`src/rtl/muldiv_pkg.sv`:
```
// muldiv_pkg: shared encodings for the iterative multiply/divide sequencer.
// Operation codes, FSM states and iteration count.
package muldiv_pkg;

  localparam logic [1:0] OP_MULTU = 2'b00;
  localparam logic [1:0] OP_MULT  = 2'b01;
  localparam logic [1:0] OP_DIVU  = 2'b10;
  localparam logic [1:0] OP_DIV   = 2'b11;

  localparam int MULDIV_ITERS = 32;

  typedef enum logic [2:0] {
    S_IDLE   = 3'd0,
    S_PREP_A = 3'd1,
    S_PREP_B = 3'd2,
    S_ITER   = 3'd3,
    S_FIX_LO = 3'd4,
    S_FIX_HI = 3'd5,
    S_DONE   = 3'd6
  } state_t;

endpackage

```
`src/rtl/muldiv_seq_if.sv`:
```
// muldiv_seq_if: request/response bundle between EX stage and muldiv_seq.
// master = pipeline side, slave = sequencer side.
interface muldiv_seq_if #(
  parameter int WIDTH = 32
);
  logic             start_i;
  logic [1:0]       op_i;
  logic [WIDTH-1:0] a_i;
  logic [WIDTH-1:0] b_i;
  logic             flush_i;
  logic             busy_o;
  logic             valid_o;
  logic [WIDTH-1:0] hi_o;
  logic [WIDTH-1:0] lo_o;

  modport master (
    output start_i, op_i, a_i, b_i, flush_i,
    input  busy_o, valid_o, hi_o, lo_o
  );

  modport slave (
    input  start_i, op_i, a_i, b_i, flush_i,
    output busy_o, valid_o, hi_o, lo_o
  );
endinterface

```
`src/rtl/muldiv_seq_adder.sv`:
```
// adder: plain WIDTH-bit two-operand adder shared by the sequencer.
// Carry-out is reconstructed by the caller from operand and sum MSBs.
module adder #(
  parameter int WIDTH = 32
) (
  input  logic [WIDTH-1:0] a,
  input  logic [WIDTH-1:0] b,
  output logic [WIDTH-1:0] s
);
  assign s = a + b;
endmodule

```
`src/rtl/muldiv_seq.sv`:
```
// muldiv_seq: 36-cycle MULT/MULTU/DIV/DIVU sequencer on one shared adder.
// MULDIV_DIV0_FAST_EN: finish a zero-divisor divide straight from PREP_A.
import muldiv_pkg::*;

module muldiv_seq #(
  parameter int WIDTH = 32
) (
  input logic         clk,
  input logic         rst_n,
  muldiv_seq_if.slave bus
);

  state_t           state;
  logic [1:0]       op;
  logic [WIDTH-1:0] ra, rb, hi, lo, mb;
  logic [WIDTH-1:0] hi_q, lo_q;
  logic [4:0]       cnt;
  logic             fix_c, div0;
  logic             busy_q, valid_q;

  logic [WIDTH-1:0] add_a, add_b, sum;
  logic             cout, negb, accept;
  logic             is_div, sgn, neg_a, neg_q, neg_r;

  assign is_div = op[1];
  assign sgn    = op[0];
  assign neg_a  = sgn & ra[WIDTH-1];
  assign neg_q  = sgn & (ra[WIDTH-1] ^ rb[WIDTH-1]);
  assign neg_r  = sgn & ra[WIDTH-1];

  adder #(.WIDTH(WIDTH)) u_add (
    .a (add_a),
    .b (add_b),
    .s (sum)
  );

  assign cout = (add_a[WIDTH-1] & add_b[WIDTH-1])
              | ((add_a[WIDTH-1] ^ add_b[WIDTH-1])
                 & ~sum[WIDTH-1]);
  assign accept = hi[WIDTH-1] | cout;

  // Negation is ~x + 1 with the 1 fed through operand b.
  always_comb begin
    add_a = '0;
    add_b = '0;
    negb  = 1'b0;
    unique case (state)
      S_PREP_A: begin
        add_a = neg_a ? ~ra : ra;
        add_b = {{(WIDTH-1){1'b0}}, neg_a};
      end
      S_PREP_B: begin
        negb  = is_div ? ~(sgn & rb[WIDTH-1])
                       : (sgn & rb[WIDTH-1]);
        add_a = negb ? ~rb : rb;
        add_b = {{(WIDTH-1){1'b0}}, negb};
      end
      S_ITER: begin
        if (is_div) begin
          add_a = {hi[WIDTH-2:0], lo[WIDTH-1]};
          add_b = mb;
        end else begin
          add_a = hi;
          add_b = lo[0] ? mb : '0;
        end
      end
      S_FIX_LO: begin
        add_a = neg_q ? ~lo : lo;
        add_b = {{(WIDTH-1){1'b0}}, neg_q};
      end
      S_FIX_HI: begin
        if (is_div) begin
          add_a = neg_r ? ~hi : hi;
          add_b = {{(WIDTH-1){1'b0}}, neg_r};
        end else begin
          add_a = neg_q ? ~hi : hi;
          add_b = {{(WIDTH-1){1'b0}}, neg_q & fix_c};
        end
      end
      default: ;
    endcase
  end

  always_ff @(posedge clk or negedge rst_n) begin
    if (!rst_n) begin
      state   <= S_IDLE;
      op      <= '0;
      ra      <= '0;
      rb      <= '0;
      hi      <= '0;
      lo      <= '0;
      mb      <= '0;
      cnt     <= '0;
      fix_c   <= 1'b0;
      div0    <= 1'b0;
      busy_q  <= 1'b0;
      valid_q <= 1'b0;
      hi_q    <= '0;
      lo_q    <= '0;
    end else if (bus.flush_i && busy_q) begin
      state  <= S_IDLE;
      busy_q <= 1'b0;
    end else begin
      valid_q <= 1'b0;
      unique case (state)
        S_IDLE: begin
          if (bus.start_i && !bus.flush_i) begin
            state  <= S_PREP_A;
            op     <= bus.op_i;
            ra     <= bus.a_i;
            rb     <= bus.b_i;
            div0   <= bus.op_i[1] && (bus.b_i == '0);
            busy_q <= 1'b1;
          end
        end
        S_PREP_A: begin
`ifdef MULDIV_DIV0_FAST_EN
          if (div0) begin
            state   <= S_DONE;
            busy_q  <= 1'b0;
            valid_q <= 1'b1;
            hi_q    <= ra;
            lo_q    <= '1;
          end else
`endif
          begin
            lo    <= sum;
            hi    <= '0;
            state <= S_PREP_B;
          end
        end
        S_PREP_B: begin
          mb    <= sum;
          cnt   <= '0;
          state <= S_ITER;
        end
        S_ITER: begin
          cnt <= cnt + 5'd1;
          if (is_div) begin
            hi <= accept ? sum
                         : {hi[WIDTH-2:0], lo[WIDTH-1]};
            lo <= {lo[WIDTH-2:0], accept};
          end else begin
            hi <= {cout, sum[WIDTH-1:1]};
            lo <= {sum[0], lo[WIDTH-1:1]};
          end
          if (cnt == 5'(MULDIV_ITERS - 1))
            state <= S_FIX_LO;
        end
        S_FIX_LO: begin
          lo    <= sum;
          fix_c <= (lo == '0);
          state <= S_FIX_HI;
        end
        S_FIX_HI: begin
          state   <= S_DONE;
          busy_q  <= 1'b0;
          valid_q <= 1'b1;
          hi_q    <= div0 ? ra : sum;
          lo_q    <= div0 ? '1 : lo;
        end
        S_DONE:  state <= S_IDLE;
        default: state <= S_IDLE;
      endcase
    end
  end

  assign bus.busy_o  = busy_q;
  assign bus.valid_o = valid_q;
  assign bus.hi_o    = hi_q;
  assign bus.lo_o    = lo_q;

endmodule

```
`src/flat_wrapper.sv`:
```
// flat-port wrapper written by rule: the top's interface ports become plain ports
module muldiv_seq_flat 
#(
  parameter int WIDTH = 32
)
  (clk, rst_n, bus_start_i, bus_op_i, bus_a_i, bus_b_i, bus_flush_i, bus_busy_o, bus_valid_o, bus_hi_o, bus_lo_o);
  muldiv_seq_if #(.WIDTH(WIDTH)) bus_i ();
  input logic clk;
  input logic rst_n;
  input wire logic [$bits(bus_i.start_i)-1:0] bus_start_i;
  input wire logic [$bits(bus_i.op_i)-1:0] bus_op_i;
  input wire logic [$bits(bus_i.a_i)-1:0] bus_a_i;
  input wire logic [$bits(bus_i.b_i)-1:0] bus_b_i;
  input wire logic [$bits(bus_i.flush_i)-1:0] bus_flush_i;
  output wire logic [$bits(bus_i.busy_o)-1:0] bus_busy_o;
  output wire logic [$bits(bus_i.valid_o)-1:0] bus_valid_o;
  output wire logic [$bits(bus_i.hi_o)-1:0] bus_hi_o;
  output wire logic [$bits(bus_i.lo_o)-1:0] bus_lo_o;
  assign bus_i.start_i = bus_start_i;
  assign bus_i.op_i = bus_op_i;
  assign bus_i.a_i = bus_a_i;
  assign bus_i.b_i = bus_b_i;
  assign bus_i.flush_i = bus_flush_i;
  assign bus_busy_o = bus_i.busy_o;
  assign bus_valid_o = bus_i.valid_o;
  assign bus_hi_o = bus_i.hi_o;
  assign bus_lo_o = bus_i.lo_o;
  muldiv_seq #(.WIDTH(WIDTH)) u_core (.clk(clk), .rst_n(rst_n), .bus(bus_i));
endmodule
```
`config.mk`:
```
export PLATFORM = sky130hd
export DESIGN_NAME = muldiv_seq_flat
export DESIGN_NICKNAME = d
export VERILOG_FILES = /design/src/rtl/muldiv_pkg.sv /design/src/rtl/muldiv_seq_if.sv /design/src/rtl/muldiv_seq_adder.sv /design/src/rtl/muldiv_seq.sv /design/src/flat_wrapper.sv
export SDC_FILE = /design/constraint.sdc
export NUM_CORES = 1
export LEC_CHECK = 0
export CELL_PAD_IN_SITES_DETAIL_PLACEMENT = 1
export CELL_PAD_IN_SITES_GLOBAL_PLACEMENT = 2
export CORE_UTILIZATION = 34
export CTS_BUF_LIST = sky130_fd_sc_hd__clkbuf_4
export DETAILED_ROUTE_END_ITERATION = 16
export PLACE_DENSITY = 0.88
export SLEW_MARGIN = 20
export SYNTH_ARGS = -nofsm -noshare
export SYNTH_HDL_FRONTEND = slang
export SYNTH_SLANG_ARGS = --single-unit
```
`constraint.sdc`:
```
create_clock -name clk -period 4.7 [get_ports clk]
set_input_delay 0.47 -clock clk [delete_from_list [all_inputs] [get_ports clk]]
set_output_delay 0.47 -clock clk [all_outputs]
set_load 0.02 [all_outputs]
```
==> summary.md <==
| Metric | Value |
|---|---|
| Clock skew | `113 ps` |
| Worst Tran Pin Value | `1170 ps` |
| Setup CP Type | `reg -> reg` |
| Slew HR | `22.1%` |
| Final ANT Viol Nets | `0` |
| Vias in the first global route | `16.2k` |
| # DRC | `0` |
| DRT Pass-1 Iters | `6` |
| Crit-path max cell delay | `480 ps` |
| CP max FO | `5` |
| IO buf count | `135` |
| Synth warn | `0` |
| Final Wtd Congestion | `0.904` |
| Crit path buffers/inverters | `7` |
| Fill count | `5035` |
| # Max-Cap Violations | `0` |
| CP required | `5450 ps` |
| Setup_tns | `-10600 ps` |
| CP max-delay cell | `dfrtp_4` |
| GR Util met2 | `46.8%` |
| Max Root-Sink Buffers | `3` |
| Highest clock rate | `194 MHz` |
| Vias | `15.2k` |
| Worst skew pair latency | `890 ps` |
| Share of cells above drive strength 1 | `28.9%` |
| Most frequent cells in the layout | `buf_4 (240), dfrtp_1 (233), nand2_1 (197)` |
| Hold depth | `2` |
| R2r setup slk | `-450 ps` |
| Asr flop ratio synth | `100%` |
| Initial Util | `34.7%` |
| DR WL/cell | `23.3 um` |
| Post-Syn Area | `0.0151 mm^2` |
| Met1 Resource Use GR | `32.1%` |
| Number of flops mapped to enable cells by yosys | `0` |
| GRT Util Overall | `27.3%` |
| Total grt overflow | `0` |
| M3 GR Usage | `4.76%` |
| Chip Height | `212 um` |
| Post-Layout Cell Count | `2734` |
| Min cycle time layout | `5150 ps` |
| Register-to-Register Path Depth | `28` |
| DR vias/cell | `5.57` |
| Final WS setup | `-447 ps` |
| Crit-path leading delay family | `compound AO/OA/AOI/OAI gates` |
| Syn_area_per_cell | `8.77 um^2` |
| Pre-CTS WS | `-589 ps` |
| Hold Vio Cnt, Final | `0` |
| Initial antenna violation count | `2` |
| Count of different cell masters after synthesis | `71` |
| Most common cell after layout, fill and taps aside | `buf_4` |
| Post-synthesis sequential area ratio | `39.6%` |
| First-pass GRT wire length | `93400 um` |
| Area delta synth->final | `38.8%` |
| Largest net degree at the start of global routing | `119` |
| Final net count | `2192` |
| RSZ-0062 raised after global routing | `true` |
| TritonCTS clock tree | `built` |
| H-tree Lvls | `3` |
| Syn_nets | `1822` |
| #FFs+latches synth | `238` |
| Tcrit/Tclk final | `110%` |
| Status | `finished, violations left` |
| Util after Layout | `48.2%` |
| Clock sink total | `238` |
| TritonCTS Buffers | `74` |
| Root buf cell | `clkbuf_4` |
| CP Depth | `28` |
| Setup-failing EPs final | `44` |
| Fin. max-slew vios | `0` |
| Worst Path Arrival | `5900 ps` |
| Ys flop type | `dfrtp_1` |
| Overall die width | `212 um` |
| Area occupied by registers | `0.00596 mm^2` |
| DR iter-0 viols | `1031` |
| HP Class | `in -> reg` |
| CORE AREA | `0.0434 mm^2` |
| Die area | `0.0451 mm^2` |
| Cells after Synth | `1717` |
| Floorplan row count | `76` |
| Cell mode on critical path | `buf_4` |
| GR peak layer | `met2` |
| Post-DP HPWL | `42100 um` |
| Ports | `136` |
| Worst setup SP type | `flop` |
| Multi-input gate area | `0.00923 mm^2` |
| Clock-pin slew on the worst setup and hold paths | `70 ps` |
| Dpl cells | `2525` |
| Failing checks | `setup timing` |
| Total Wirelength | `63600 um` |
| Worst Setup End Kind | `flop` |
[layout make-up]
type	count	area share (%)
Antenna cell	4	0.0479
Clock buffer	109	3.91
Clock inverter	25	0.772
Inverter	14	0.251
Multi-Input combinational cell	1338	44.1
Sequential cell	238	28.5
Tap cell	585	3.50
Timing Repair Buffer	421	18.8
[registers in the layout, indices dropped and copies added, names as in the netlist]
name	flops
u_core.bus.busy_o	1
u_core.bus.hi_o	32
u_core.bus.lo_o	32
u_core.bus.valid_o	1
u_core.cnt	5
u_core.div0	1
u_core.fix_c	1
u_core.hi	32
u_core.lo	32
u_core.mb	32
u_core.op	2
u_core.ra	32
u_core.rb	32
u_core.state	3
[worst register-to-register path: cells and delay by family (launching register included)]
kind,cells,cell delay [ps]
buf+inv,7,890
simple gates,7,990
flops,1,480
xor+xnor,2,260
fa+ha+maj,2,660
compound gates,10,1720
[through the flow]
stage          hold WS, ps  cell area [um^2]
3_3_place_gp           453             18500
2_1_floorplan          174             15100
3_5_place_dp           459             18500
4_1_cts                191             20100
6_report               216             20900
5_1_grt                178             20900
[cell usage after synthesis (all sizes together) (3+ instances only)]
master	count	area, um^2
nand2b	11	68.8
nor2b	11	68.8
nor2	184	691
inv	13	48.8
a22o	8	70.1
o22ai	35	219
o21ai	158	791
nand4	8	50.1
or4	3	26.3
a21boi	5	37.5
o221ai	4	41.3
ha	33	413
nor3b	3	27.5
a211oi	45	338
o21a	15	113
a32o	4	40.0
nor4	20	125
nand2	210	788
or3	7	43.8
a21oi	132	664
xnor2	13	114
o211ai	19	148
and3	3	18.8
mux2i	54	541
a21o	9	67.6
a311oi	4	47.6
and2	36	225
a211o	5	43.8
o31ai	6	50.1
a22oi	8	65.1
clkbuf	104	390
buf	23	97.6
mux2	80	901
dfrtp	238	5960
nor3	15	75.1
nand3	11	55.1
xor2	143	1250
a31oi	7	43.8
[timing repair]
action / CTS / global route
setup buffers: 39 / 36
resized for setup: 77 / 128
hold buffers: 1 / 0
setup endpoints to repair: 37 / 61
pin swaps: 41 / 55
hold endpoints to repair: 114 / 0
cloned: 3 / 3
[per-layer routing]
metal  part of all wire (%)  wire (um)
met5                      0          0
met4                    6.3       4000
met3                    4.6       2920
met2                     49      31400
met1                     40      25300
[cell families (layout without fill, tap and decap cells)]
| group | Yosys count | count (layout) | share of synthesized area (%) |
|---|---|---|---|
| muxes | 134 | 134 | 9.57 |
| other | 0 | 4 | 0 |
| AOI/OAI and AO/OA | 486 | 486 | 19.9 |
| buffers and inverters | 141 | 569 | 3.59 |
| xor gates and xnor gates | 156 | 156 | 9.07 |
| adders and majority gates | 35 | 35 | 3.01 |
| and+or+nand+nor | 527 | 527 | 15.3 |
| DFF | 238 | 238 | 39.6 |
[path summary, 6_finish.rpt]
| check | from | to |
|---|---|---|
| worst min-delay path | bus_op_i[0] | u_core.op[0] |
| min in group asynchronous | rst_n | u_core.mb[6] |
| worst max register to register | u_core.op[1] | u_core.hi[17] |
| worst min register to register | u_core.mb[27] | u_core.mb[27] |
| worst max-delay path | u_core.op[1] | u_core.hi[17] |
| max in group asynchronous | rst_n | u_core.mb[28] |
Power is not shown: default switching activity piles up to over one toggle a cycle in this logic, so the estimate is an artifact.
